--- config.mk ---
export PLATFORM = sky130hd
export DESIGN_NAME = game_timer_plus
export DESIGN_NICKNAME = d
export VERILOG_FILES = /design/src/rtl/game_timer_plus.sv
export SDC_FILE = /design/constraint.sdc
export NUM_CORES = 1
export LEC_CHECK = 0
export CAP_MARGIN = 0
export CORE_UTILIZATION = 46
export CTS_CLUSTER_DIAMETER = 200
export DETAILED_ROUTE_END_ITERATION = 7
export DONT_BUFFER_PORTS = 1
export GPL_ROUTABILITY_DRIVEN = 0
export GPL_TIMING_DRIVEN = 0
export PLACE_DENSITY = 0.7
export SYNTH_ARGS = -nofsm -noshare
export SYNTH_HDL_FRONTEND = slang
export SYNTH_SLANG_ARGS = --single-unit
--- constraint.sdc ---
create_clock -name CLOCK_50 -period 3.6 [get_ports CLOCK_50]
set_input_delay 0.36 -clock CLOCK_50 [delete_from_list [all_inputs] [get_ports CLOCK_50]]
set_output_delay 0.36 -clock CLOCK_50 [all_outputs]
set_load 0.01 [all_outputs]
--- src/rtl/game_timer_plus.sv ---
// Game timer with packed-BCD hh:mm:ss, count-up/countdown modes, pause, freeze and load.
// A one-second prescaler runs only in RUN; expiry and saturation latch time_up.
module game_timer_plus #(
  parameter int CLK_HZ     = 50000000,
  parameter int HOUR_LIMIT = 99
) (
  input  logic       CLOCK_50,
  input  logic       reset,
  input  logic       is_game_over,
  input  logic       pause,
  input  logic       count_down,
  input  logic       load,
  input  logic [7:0] load_hours,
  input  logic [7:0] load_minutes,
  input  logic [7:0] load_seconds,
  output logic [7:0] hours,
  output logic [7:0] minutes,
  output logic [7:0] seconds,
  output logic       tick,
  output logic       time_up,
  output logic       running
);

  localparam int            PW   = (CLK_HZ > 2) ? $clog2(CLK_HZ) : 1;
  localparam logic [PW-1:0] PMAX = PW'(CLK_HZ - 1);
  localparam logic [7:0]    HLIM = 8'(((HOUR_LIMIT / 10) * 16) + (HOUR_LIMIT % 10));

  typedef enum logic [1:0] {RUN, HOLD, DONE} state_t;

  state_t        state_q, state_d;
  logic [PW-1:0] presc_q, presc_d;
  logic [7:0]    hrs_q, hrs_d, min_q, min_d, sec_q, sec_d;
  logic          tick_q, tick_d, timeUp_q, timeUp_d;
  logic [7:0]    hrsClamp;

  function automatic logic [3:0] clampDig(input logic [3:0] d, input logic [3:0] maxD);
    return (d > maxD) ? maxD : d;
  endfunction

  function automatic logic [7:0] incBcd(input logic [7:0] v);
    return (v[3:0] == 4'd9) ? {v[7:4] + 4'd1, 4'd0} : {v[7:4], v[3:0] + 4'd1};
  endfunction

  function automatic logic [7:0] decBcd(input logic [7:0] v);
    return (v[3:0] == 4'd0) ? {v[7:4] - 4'd1, 4'd9} : {v[7:4], v[3:0] - 4'd1};
  endfunction

  assign hrsClamp = {clampDig(load_hours[7:4], 4'd9), clampDig(load_hours[3:0], 4'd9)};

  always_comb begin
    state_d  = state_q;
    presc_d  = presc_q;
    hrs_d    = hrs_q;
    min_d    = min_q;
    sec_d    = sec_q;
    timeUp_d = timeUp_q;
    tick_d   = 1'b0;
    if (load) begin
      sec_d    = {clampDig(load_seconds[7:4], 4'd5), clampDig(load_seconds[3:0], 4'd9)};
      min_d    = {clampDig(load_minutes[7:4], 4'd5), clampDig(load_minutes[3:0], 4'd9)};
      hrs_d    = (hrsClamp > HLIM) ? HLIM : hrsClamp;
      presc_d  = '0;
      timeUp_d = 1'b0;
      state_d  = pause ? HOLD : RUN;
    end else if (is_game_over && state_q != DONE) begin
      state_d = DONE;
    end else if (state_q == HOLD) begin
      if (!pause) state_d = RUN;
    end else if (state_q == RUN) begin
      // A step coinciding with pause is dropped; the prescaler stays at its last count.
      if (pause) begin
        state_d = HOLD;
      end else if (presc_q != PMAX) begin
        presc_d = presc_q + PW'(1);
      end else begin
        presc_d = '0;
        if (!count_down) begin
          if (hrs_q == HLIM && min_q == 8'h59 && sec_q == 8'h59) begin
            timeUp_d = 1'b1;
            state_d  = DONE;
          end else begin
            tick_d = 1'b1;
            if (sec_q == 8'h59) begin
              sec_d = 8'h00;
              if (min_q == 8'h59) begin
                min_d = 8'h00;
                hrs_d = incBcd(hrs_q);
              end else begin
                min_d = incBcd(min_q);
              end
            end else begin
              sec_d = incBcd(sec_q);
            end
          end
        end else begin
          if (hrs_q == 8'h00 && min_q == 8'h00 && sec_q == 8'h00) begin
            timeUp_d = 1'b1;
            state_d  = DONE;
          end else begin
            tick_d = 1'b1;
            if (sec_q == 8'h00) begin
              sec_d = 8'h59;
              if (min_q == 8'h00) begin
                min_d = 8'h59;
                hrs_d = decBcd(hrs_q);
              end else begin
                min_d = decBcd(min_q);
              end
            end else begin
              sec_d = decBcd(sec_q);
            end
            if (hrs_q == 8'h00 && min_q == 8'h00 && sec_q == 8'h01) begin
              timeUp_d = 1'b1;
              state_d  = DONE;
            end
          end
        end
      end
    end
  end

  always_ff @(posedge CLOCK_50 or posedge reset) begin
    if (reset) begin
      state_q  <= RUN;
      presc_q  <= '0;
      hrs_q    <= 8'h00;
      min_q    <= 8'h00;
      sec_q    <= 8'h00;
      tick_q   <= 1'b0;
      timeUp_q <= 1'b0;
    end else begin
      state_q  <= state_d;
      presc_q  <= presc_d;
      hrs_q    <= hrs_d;
      min_q    <= min_d;
      sec_q    <= sec_d;
      tick_q   <= tick_d;
      timeUp_q <= timeUp_d;
    end
  end

  assign hours   = hrs_q;
  assign minutes = min_q;
  assign seconds = sec_q;
  assign tick    = tick_q;
  assign time_up = timeUp_q;
  assign running = (state_q == RUN);

endmodule

==> results of run 1 <==
[cell type report]
cell class / instances / area, sq um
buffer: 28 / 106
clock buffer: 6 / 82.6
clock inverter: 2 / 16.3
fill: 809 / 4070
inverter: 19 / 71.3
multi-input combinational: 391 / 2480
sequential: 54 / 1350
tap: 105 / 131
timing repair buffer: 2 / 30.0
[per-stage QoR]
step	cell area (sq um)	hold WS, ns	util	instances
after detailed placement	4160	0.318	0.499	598
final	4270	0.116	0.512	607
after CTS	4270	0.115	0.512	607
after global placement	4140	0.448	0.496	597
after global routing	4270	0.104	0.512	607
after floorplan	4010	0.444	-	492
[state kept, by name, indices dropped and copies added, names as in the netlist]
| register | cells |
|---|---|
| hours | 8 |
| tick | 1 |
| state_q | 2 |
| minutes | 8 |
| seconds | 8 |
| presc_q | 26 |
| time_up | 1 |
[cells in the final DEF, fill, tap and decap left out, drive strengths merged, types with 9 or more instances in the layout]
master / synthesis / layout
a21oi: 24 / 24
nand3b: 12 / 12
xnor2: 13 / 13
nand2: 50 / 50
o31ai: 9 / 9
inv: 19 / 20
clkbuf: 25 / 31
nand3: 16 / 16
ha: 17 / 17
nor3: 17 / 17
xor2: 11 / 11
o21ai: 49 / 49
dfrtp: 54 / 54
nor2: 58 / 58
nand4: 9 / 9
[routing by layer]
layer,share of wire,routed length [um],global-route usage
met2,0.48,4830,0.399
met4,0.019,189,0.0783
met1,0.45,4570,0.308
met3,0.056,564,0.0439
met5,0,0,0
[logic make-up after synthesis]
logic type,share of synthesized area
adders and majority gates,0.0531
buffers and inverters,0.0443
muxes,0.0268
and+or+nand+nor,0.270
xor gates and xnor gates,0.0525
DFF,0.337
AOI/OAI and AO/OA,0.216
[path summary, 6_finish.rpt]
| check | endpoint | slack [ns] | cells after the start |
|---|---|---|---|
| setup / recovery | state_q[1] | 0.42 | 8 |
| hold / removal | state_q[0] | 0.12 | 1 |
| setup reg to reg | state_q[1] | 0.42 | 8 |
| hold reg to reg | presc_q[0] | 0.55 | 1 |
| max in group asynchronous | presc_q[4] | 2.51 | 3 |
| min in group asynchronous | seconds[6] | 0.52 | 2 |
[worst reg2reg max path: cells and delay by family (launching register included)]
family / cells / cell delay [ns]
AO/OA/AOI/OAI: 2 / 0.37
adder cells (fa/ha/maj): 1 / 0.28
buffers and inverters: 1 / 0.13
flip-flops: 1 / 0.53
AND/OR/NAND/NOR: 4 / 1.79
[repair_timing]
item                                    in CTS  in global routing
hold buffers                                 1                  0
endpoints found under the hold margin       22                  0
endpoints found under the setup margin       0                  0
[power by group through the flow]
| stage | sequential [mW] | clock [mW] | combinational, mW |
|---|---|---|---|
| after detailed placement | 0.829 | 0 | 0.585 |
| after floorplan | 0.796 | 0 | 0.470 |
| final | 0.816 | 0.384 | 0.594 |
| after global routing | 0.832 | 0.417 | 0.673 |
| after CTS | 0.816 | 0.396 | 0.588 |
| after global placement | 0.824 | 0 | 0.558 |
==> impl_metrics.py, run 1 <==
metrics = {
    "yosys": {
        "ys_seq_area_frac": 0.337,
        "synth_flop_cell": "dfrtp_1",
        "synth_top_cell_by_area": "dfrtp_1",
        "syn_inst": 492,
        "yosys.cell_count.top_type": "nor2_1",
        "synth_common_cells": "nor2_1, dfrtp_1, nand2_1",
        "synth.distinct_cells": 66,
        "netlist_top_cells_area": "dfrtp_1, o21ai_0, nor2_1",
        "ys_ff_latch": 54,
        "synth_warnings": 0,
        "yosysTopAreaCellShare": 0.337,
        "syn_nets": 539,
        "async_flop_share": 1.00,
        "syn_area_sq_um": 4010,
        "synth-edff-count": 0,
        "avgSynthCellArea_sq_um": 8.15,
    },
    "drt": {
        "drt_drc_violations_left": 0,
        "viasPerCell": 6.13,
        "drt_iter0_drc": 204,
        "wl_per_cell_um": 16.7,
        "vias": 3720,
        "ant_nets": 0,
        "dr.pass1.iters": 5,
        "drt-total-wl_um": 10200,
    },
    "placed_design": {
        "io_buffer_count": 0,
        "pre_cts_ws_ns": 0.452,
        "dpl.hpwl_um": 7380,
    },
    "power": {
        "sequentialPowerShare": 0.455,
        "p_clk_frac": 0.214,
        "vdd_drop_max_mv": 0.147,
        "p_comb_frac": 0.331,
        "p_int_mw": 1.07,
        "p_total_mw": 1.79,
        "p_leak_nw": 1.64,
        "p_switching_uw": 725,
        "sw_frac_of_total": 0.405,
        "power_density_nw_per_um2": 420,
    },
    "timing": {
        "rsz0062_at_grt": "false",
        "tightestPinTransition_ns": 0.828,
        "fin_setup_tns_ns": 0,
        "fin_ws_ns": 0.415,
        "finalMaxSlewViolations": 0,
        "max_freq_mhz": 314,
        "finalSetupViolations": 0,
        "skew_ns": 0.0138,
        "period_needed_ns": 3.18,
        "post-route-period-util": 0.885,
        "hold_viol": 0,
        "max_slew_margin": 0.447,
    },
    "global_routing": {
        "grt_antenna_before_repair": 0,
        "grt_max_degree": 33,
        "gr-total-overflow": 0,
        "grt_pass1_wl_um": 17000,
        "grt_pass1_vias": 3539,
        "grt_use_total": 0.238,
    },
    "clock_tree": {
        "tritoncts": "built",
        "clock_sinks": 54,
        "cts.repair.resized": 0,
        "clk_pin_slew_ns": 0.11,
        "cts_buffers": 5,
        "clk_latency_ns": 0.32,
        "cts_setup_buffers": 0,
        "cts_buffer_depth": 2,
        "cts-root-buf": "clkbuf_8",
        "h-tree-depth": 2,
    },
    "die": {
        "placementRows": 33,
        "dieArea_sq_um": 9090,
        "coreArea_sq_um": 8340,
        "start_util": 0.480,
        "die_h_um": 95.3,
        "die_x_um": 95.3,
        "io_pins": 57,
    },
    "worst_setup_path": {
        "cp.required_ns": 3.82,
        "crit_path_start": "minutes[0]",
        "max_stage_delay_ns": 0.72,
        "critPathBufInv": 1,
        "start_kind": "flop",
        "slowest_stage": "nor3b_1",
        "cp_max_fo": 9,
        "arrival_ns": 3.41,
        "critPathKind": "flop to flop",
        "critical-path-top-delay-family": "simple AND/OR/NAND/NOR gates",
        "r2r-start": "minutes[0]",
        "crit_chain": "inv_1 > ha_1 > nor3b_1 > nand4_1 > nor3_1 > a31oi_1 > or4b_1 > a211oi_1",
        "worst_setup_path_end_kind": "flop",
    },
    "worst_hold_path": {
        "holdCritStartpoint": "is_game_over",
        "min_path_type": "input port to flop",
    },
    "layout": {
        "layout-drive-gt1-share": 0.0538,
        "syn2layout_area_growth_pct": 6.49,
        "final_net_count": 548,
        "diodes": 0,
    },
    "status": {
        "status": "complete, no violations",
    },
    "job": {
        "cap_violations": 0,
    },
}
Note: power is estimated with default switching activity, not from simulation.
==> run 2: changes to the inputs <==
GPL_TIMING_DRIVEN = unset   (was 0)
==> run 2 against run 1 <==
Effect of this change:
- the run now ends with hold timing left
- critical path depth stayed put
- die area unchanged
- sequential share of layout area increased by 0.92 points
- wire length down 4.0%
- combinational power shrank 19%
- critical endpoint unchanged
==> impl_metrics.py, run 2 (same netlist as run 1, synthesis figures left out) <==
metrics = {
    "power": {
        "p_comb_frac": 0.279,
        "sequentialPowerShare": 0.510,
        "power_density_nw_per_um2": 418,
        "p_switching_uw": 704,
        "p_clk_frac": 0.212,
        "p_total_mw": 1.73,
        "vdd_drop_max_mv": 0.130,
        "sw_frac_of_total": 0.406,
        "p_leak_nw": 1.60,
        "p_int_mw": 1.03,
    },
    "layout": {
        "utilization": 0.497,
        "final_common_cell": "nor2_1",
        "top_register": "presc_q",
        "largest_reg_flops": 26,
        "fillers": 815,
        "final_cell_mix": "nor2_1, dfrtp_1, nand2_1, o21ai_0, a21oi_1",
        "layout-drive-gt1-share": 0.0589,
        "final_area_sq_um": 4150,
        "diodes": 0,
        "syn2layout_area_growth_pct": 3.50,
        "final_net_count": 521,
    },
    "global_routing": {
        "grt_use_total": 0.229,
        "gr-total-overflow": 0,
        "grt_antenna_before_repair": 0,
        "grt_max_degree": 40,
        "grt_pass1_wl_um": 16300,
        "grt_pass1_vias": 3483,
    },
    "worst_setup_path": {
        "rrSetupSlack_ns": 0.68,
        "arrival_ns": 3.14,
        "cp_max_fo": 9,
        "r2r_cells": 8,
        "crit_path_start": "minutes[0]",
        "worst_setup_path_end_kind": "flop",
        "critPathKind": "flop to flop",
        "r2r-start": "minutes[0]",
        "timing.rr.end": "state_q[1]",
        "worstSetupEndpoint": "state_q[1]",
        "cp.required_ns": 3.82,
        "start_kind": "flop",
    },
    "drt": {
        "viasPerCell": 6.22,
        "vias": 3610,
        "drt_iter0_drc": 213,
        "ant_nets": 0,
        "drt_drc_violations_left": 0,
        "dr.pass1.iters": 4,
        "drt-total-wl_um": 9740,
        "wl_per_cell_um": 16.8,
    },
    "clock_tree": {
        "cts_setup_buffers": 0,
        "cts_buffers": 5,
        "clock_sinks": 54,
        "h-tree-depth": 2,
        "clk_latency_ns": 0.32,
        "clk_pin_slew_ns": 0.11,
        "tritoncts": "built",
        "cts.repair.resized": 0,
        "cts-root-buf": "clkbuf_8",
        "cts_buffer_depth": 2,
        "cts_hold_buf": 0,
    },
    "timing": {
        "post-route-period-util": 0.811,
        "finalMaxSlewViolations": 0,
        "period_needed_ns": 2.92,
        "hold_viol": 21,
        "hold_ws_ns": -0.0178,
        "max_freq_mhz": 343,
        "fin_setup_tns_ns": 0,
        "tightestPinTransition_ns": 0.702,
        "rsz0062_at_grt": "false",
        "finalSetupViolations": 0,
        "skew_ns": 0.0183,
        "max_slew_margin": 0.528,
    },
    "die": {
        "start_util": 0.480,
        "coreArea_sq_um": 8340,
        "io_pins": 57,
        "die_h_um": 95.3,
        "die_x_um": 95.3,
        "dieArea_sq_um": 9090,
        "placementRows": 33,
    },
    "status": {
        "status": "complete, but fails checks",
        "violations": "hold timing",
    },
    "placed_design": {
        "io_buffer_count": 0,
        "dpl.hpwl_um": 7030,
        "place_area_sq_um": 4060,
    },
    "worst_hold_path": {
        "min_path_type": "input port to async pin",
    },
    "job": {
        "cap_violations": 0,
    },
}
[run 2: cell count changes in the layout (fill, tap and decap cells not counted)]
cell,delta
dlygate4sd3_1,-1
buf_1,-2
clkbuf_1,-25
buf_4,+3
clkinvlp_4,+1
clkbuf_8,-1
buf_12,-1
buf_2,-1
[run 2: worst min-delay path by stage]
stage                       startpoint  slack (ns)          to  depth (start not counted)
after floorplan           is_game_over        0.44  state_q[0]                          1
after global placement           reset        0.37  seconds[2]                          1
after detailed placement         reset        0.37  seconds[6]                          1
after CTS                        reset       0.008  seconds[6]                          1
after global routing             reset        0.02  seconds[6]                          1
final                            reset       -0.02  seconds[6]                          1
[run 2: worst max-delay path, cell delays in order (launching register included)]
cell      delay, ns
dfrtp_1        0.52
inv_1          0.13
ha_1           0.25
nor3b_1        0.58
nand4_1        0.26
nor3_1         0.26
a31oi_1        0.10
or4b_1         0.49
a211oi_1       0.24
[run 2: metal layers]
metal / share of wire / track usage / up-vias / wire [um]
met5: 0 / 0 / - / 0
met4: 0.011 / 0.0682 / 0 / 105
met3: 0.056 / 0.0447 / 11 / 549
met2: 0.50 / 0.399 / 90 / 4890
met1: 0.43 / 0.284 / 1762 / 4200
li1: - / - / 1747 / -
[run 2: area by class of cell]
type,instances,area (sq um),share of cell area
Timing Repair Buffer,3,22.5,0.00543
Inverter,19,71.3,0.0172
Sequential cell,54,1350,0.326
Clock inverter,3,23.8,0.00573
Multi-Input combinational cell,391,2480,0.598
Tap cell,105,131,0.0317
Clock buffer,5,68.8,0.0166
[run 2: power by group through the flow]
stage	combinational (mW)	clock (mW)	sequential [mW]
floorplan	0.470	0	0.796
global route	0.545	0.402	0.909
detailed placement	0.481	0	0.893
finish	0.483	0.367	0.884
CTS	0.484	0.378	0.882
global placement	0.463	0	0.889
[run 2: through the flow]
step | setup WS (ns) | std cells
floorplan | 1.02 | 492
global placement | 0.869 | 572
detailed placement | 0.762 | 572
CTS | 0.712 | 580
global route | 0.343 | 580
finish | 0.682 | 580
==> run 3: changes to the inputs <==
clock period = 2.8 ns   (was 3.6 ns; I/O delays follow)
==> run 3 against run 2 <==
Effect of this change:
- the flow now finishes without violations
- clock power is 55% higher
- highest routed layer unchanged
- critical path depth shrank 2
- register-to-register slack lost 0.58 ns
- combinational power up 80%
- wire length is 3.4% higher
- worst hold slack better by 0.034 ns
- setup slack got worse by 0.58 ns
- via count grew 2.3%
- sequential share of layout area shrank 2.1 points
- design area is 6.8% higher
- power increased by 41%
==> impl_metrics.py, run 3 (same netlist as run 1, synthesis figures left out) <==
metrics = {
    "placed_design": {
        "pre_cts_ws_ns": 0.202,
        "io_buffer_count": 0,
        "place_area_sq_um": 4290,
        "dpl.hpwl_um": 7390,
        "placedCellCount": 603,
    },
    "timing": {
        "tightestPinTransition_ns": 0.674,
        "fin_setup_tns_ns": 0,
        "max_slew_margin": 0.550,
        "fin_ws_ns": 0.103,
        "hold_viol": 0,
        "post-route-period-util": 0.963,
        "skew_ns": 0.0113,
        "period_needed_ns": 2.70,
        "finalSetupViolations": 0,
        "rsz0062_at_grt": "false",
        "finalMaxSlewViolations": 0,
        "max_freq_mhz": 371,
    },
    "drt": {
        "wl_per_cell_um": 16.4,
        "drt_drc_violations_left": 0,
        "dr.pass1.iters": 4,
        "drt_iter0_drc": 233,
        "vias": 3692,
        "viasPerCell": 6.02,
        "drt-total-wl_um": 10100,
        "ant_nets": 0,
    },
    "power": {
        "p_total_mw": 2.45,
        "p_leak_nw": 1.78,
        "vdd_drop_max_mv": 0.253,
        "power_density_nw_per_um2": 553,
    },
    "worst_setup_path": {
        "critPathKind": "flop to flop",
        "cp.required_ns": 3.00,
        "worst_setup_path_end_kind": "flop",
        "arrival_ns": 2.89,
        "r2r_cells": 6,
        "rrSetupSlack_ns": 0.10,
        "crit_path_start": "presc_q[8]",
        "timing.rr.end": "minutes[7]",
        "cp_max_fo": 6,
        "worstSetupEndpoint": "minutes[7]",
        "r2r-start": "presc_q[8]",
        "start_kind": "flop",
    },
    "layout": {
        "diodes": 0,
        "final_common_cell": "nor2_1",
        "syn2layout_area_growth_pct": 10.5,
        "final_cell_mix": "nor2_1, dfrtp_1, nand2_1, o21ai_0, buf_4",
        "instances_no_fill": 613,
        "largest_reg_flops": 26,
        "layout-drive-gt1-share": 0.118,
        "top_register": "presc_q",
        "seq_area_sq_um": 1350,
        "final_area_sq_um": 4430,
        "final_net_count": 554,
        "fillers": 803,
        "multi_input_area_sq_um": 2480,
    },
    "global_routing": {
        "grt_max_degree": 40,
        "grt_antenna_before_repair": 0,
        "grt_use_total": 0.231,
        "grt_pass1_vias": 3495,
        "gr-total-overflow": 0,
        "grt_pass1_wl_um": 16600,
    },
    "worst_hold_path": {
        "holdCritStartpoint": "load",
        "min_path_type": "input port to flop",
    },
    "job": {
        "cap_violations": 0,
    },
    "clock_tree": {
        "cts_buffer_depth": 2,
        "cts-root-buf": "clkbuf_8",
        "tritoncts": "built",
        "clk_pin_slew_ns": 0.11,
        "h-tree-depth": 2,
        "clock_sinks": 54,
        "cts_buffers": 5,
        "clk_latency_ns": 0.33,
        "cts_setup_buffers": 0,
    },
    "die": {
        "dieArea_sq_um": 9090,
        "coreArea_sq_um": 8340,
        "io_pins": 57,
        "start_util": 0.480,
        "placementRows": 33,
        "die_x_um": 95.3,
        "die_h_um": 95.3,
    },
    "status": {
        "status": "complete, no violations",
    },
}
[run 3: area by class of cell]
type | count | area share
multi-input combinational | 391 | 0.561
tap | 105 | 0.0297
clock inverter | 3 | 0.0107
sequential | 54 | 0.305
inverter | 19 | 0.0161
clock buffer | 5 | 0.0155
timing repair buffer | 36 | 0.0621
[run 3: what timing repair did]
action | 4_1_cts | 5_1_grt
hold buffers | 1 | 1
setup endpoints to repair | 0 | 1
resized for setup | 0 | 1
endpoints found under the hold margin | 28 | 1
[run 3: routing by layer]
metal / up-vias / GRT usage / wire, um
met4: 0 / 0.0593 / 114
met5: - / 0 / 0
met3: 12 / 0.0407 / 407
met1: 1787 / 0.306 / 4740
li1: 1816 / - / -
met2: 77 / 0.386 / 4820
[run 3: per-stage QoR]
stage | hold slack [ns] | util
detailed placement | 0.311 | 0.514
finish | 0.0160 | 0.531
global route | 0.00451 | 0.531
floorplan | 0.364 | -
CTS | 0.00764 | 0.529
global placement | 0.305 | 0.514
[run 3: how the worst min path moves through the flow]
stage               depth (start not counted)         end  slack, ns
floorplan                                   1  state_q[0]       0.36
global placement                            1  seconds[3]       0.30
detailed placement                          1  seconds[3]       0.31
CTS                                         1  presc_q[6]      0.008
global route                                1  state_q[1]      0.005
finish                                      1  presc_q[6]       0.02
[run 3: worst max-delay path, cell delays in order, from the launching register on]
cell and delay, ns:
dfrtp_1 0.44, or4_1 0.54, or4_4 0.56, o21ai_2 0.29, o211ai_1 0.27, o31ai_1 0.33, o21ai_0 0.15
[run 3: report_power, final]
group	switching, mW	internal, mW
registers	0.143	0.868
logic	0.499	0.371
clock network	0.294	0.274
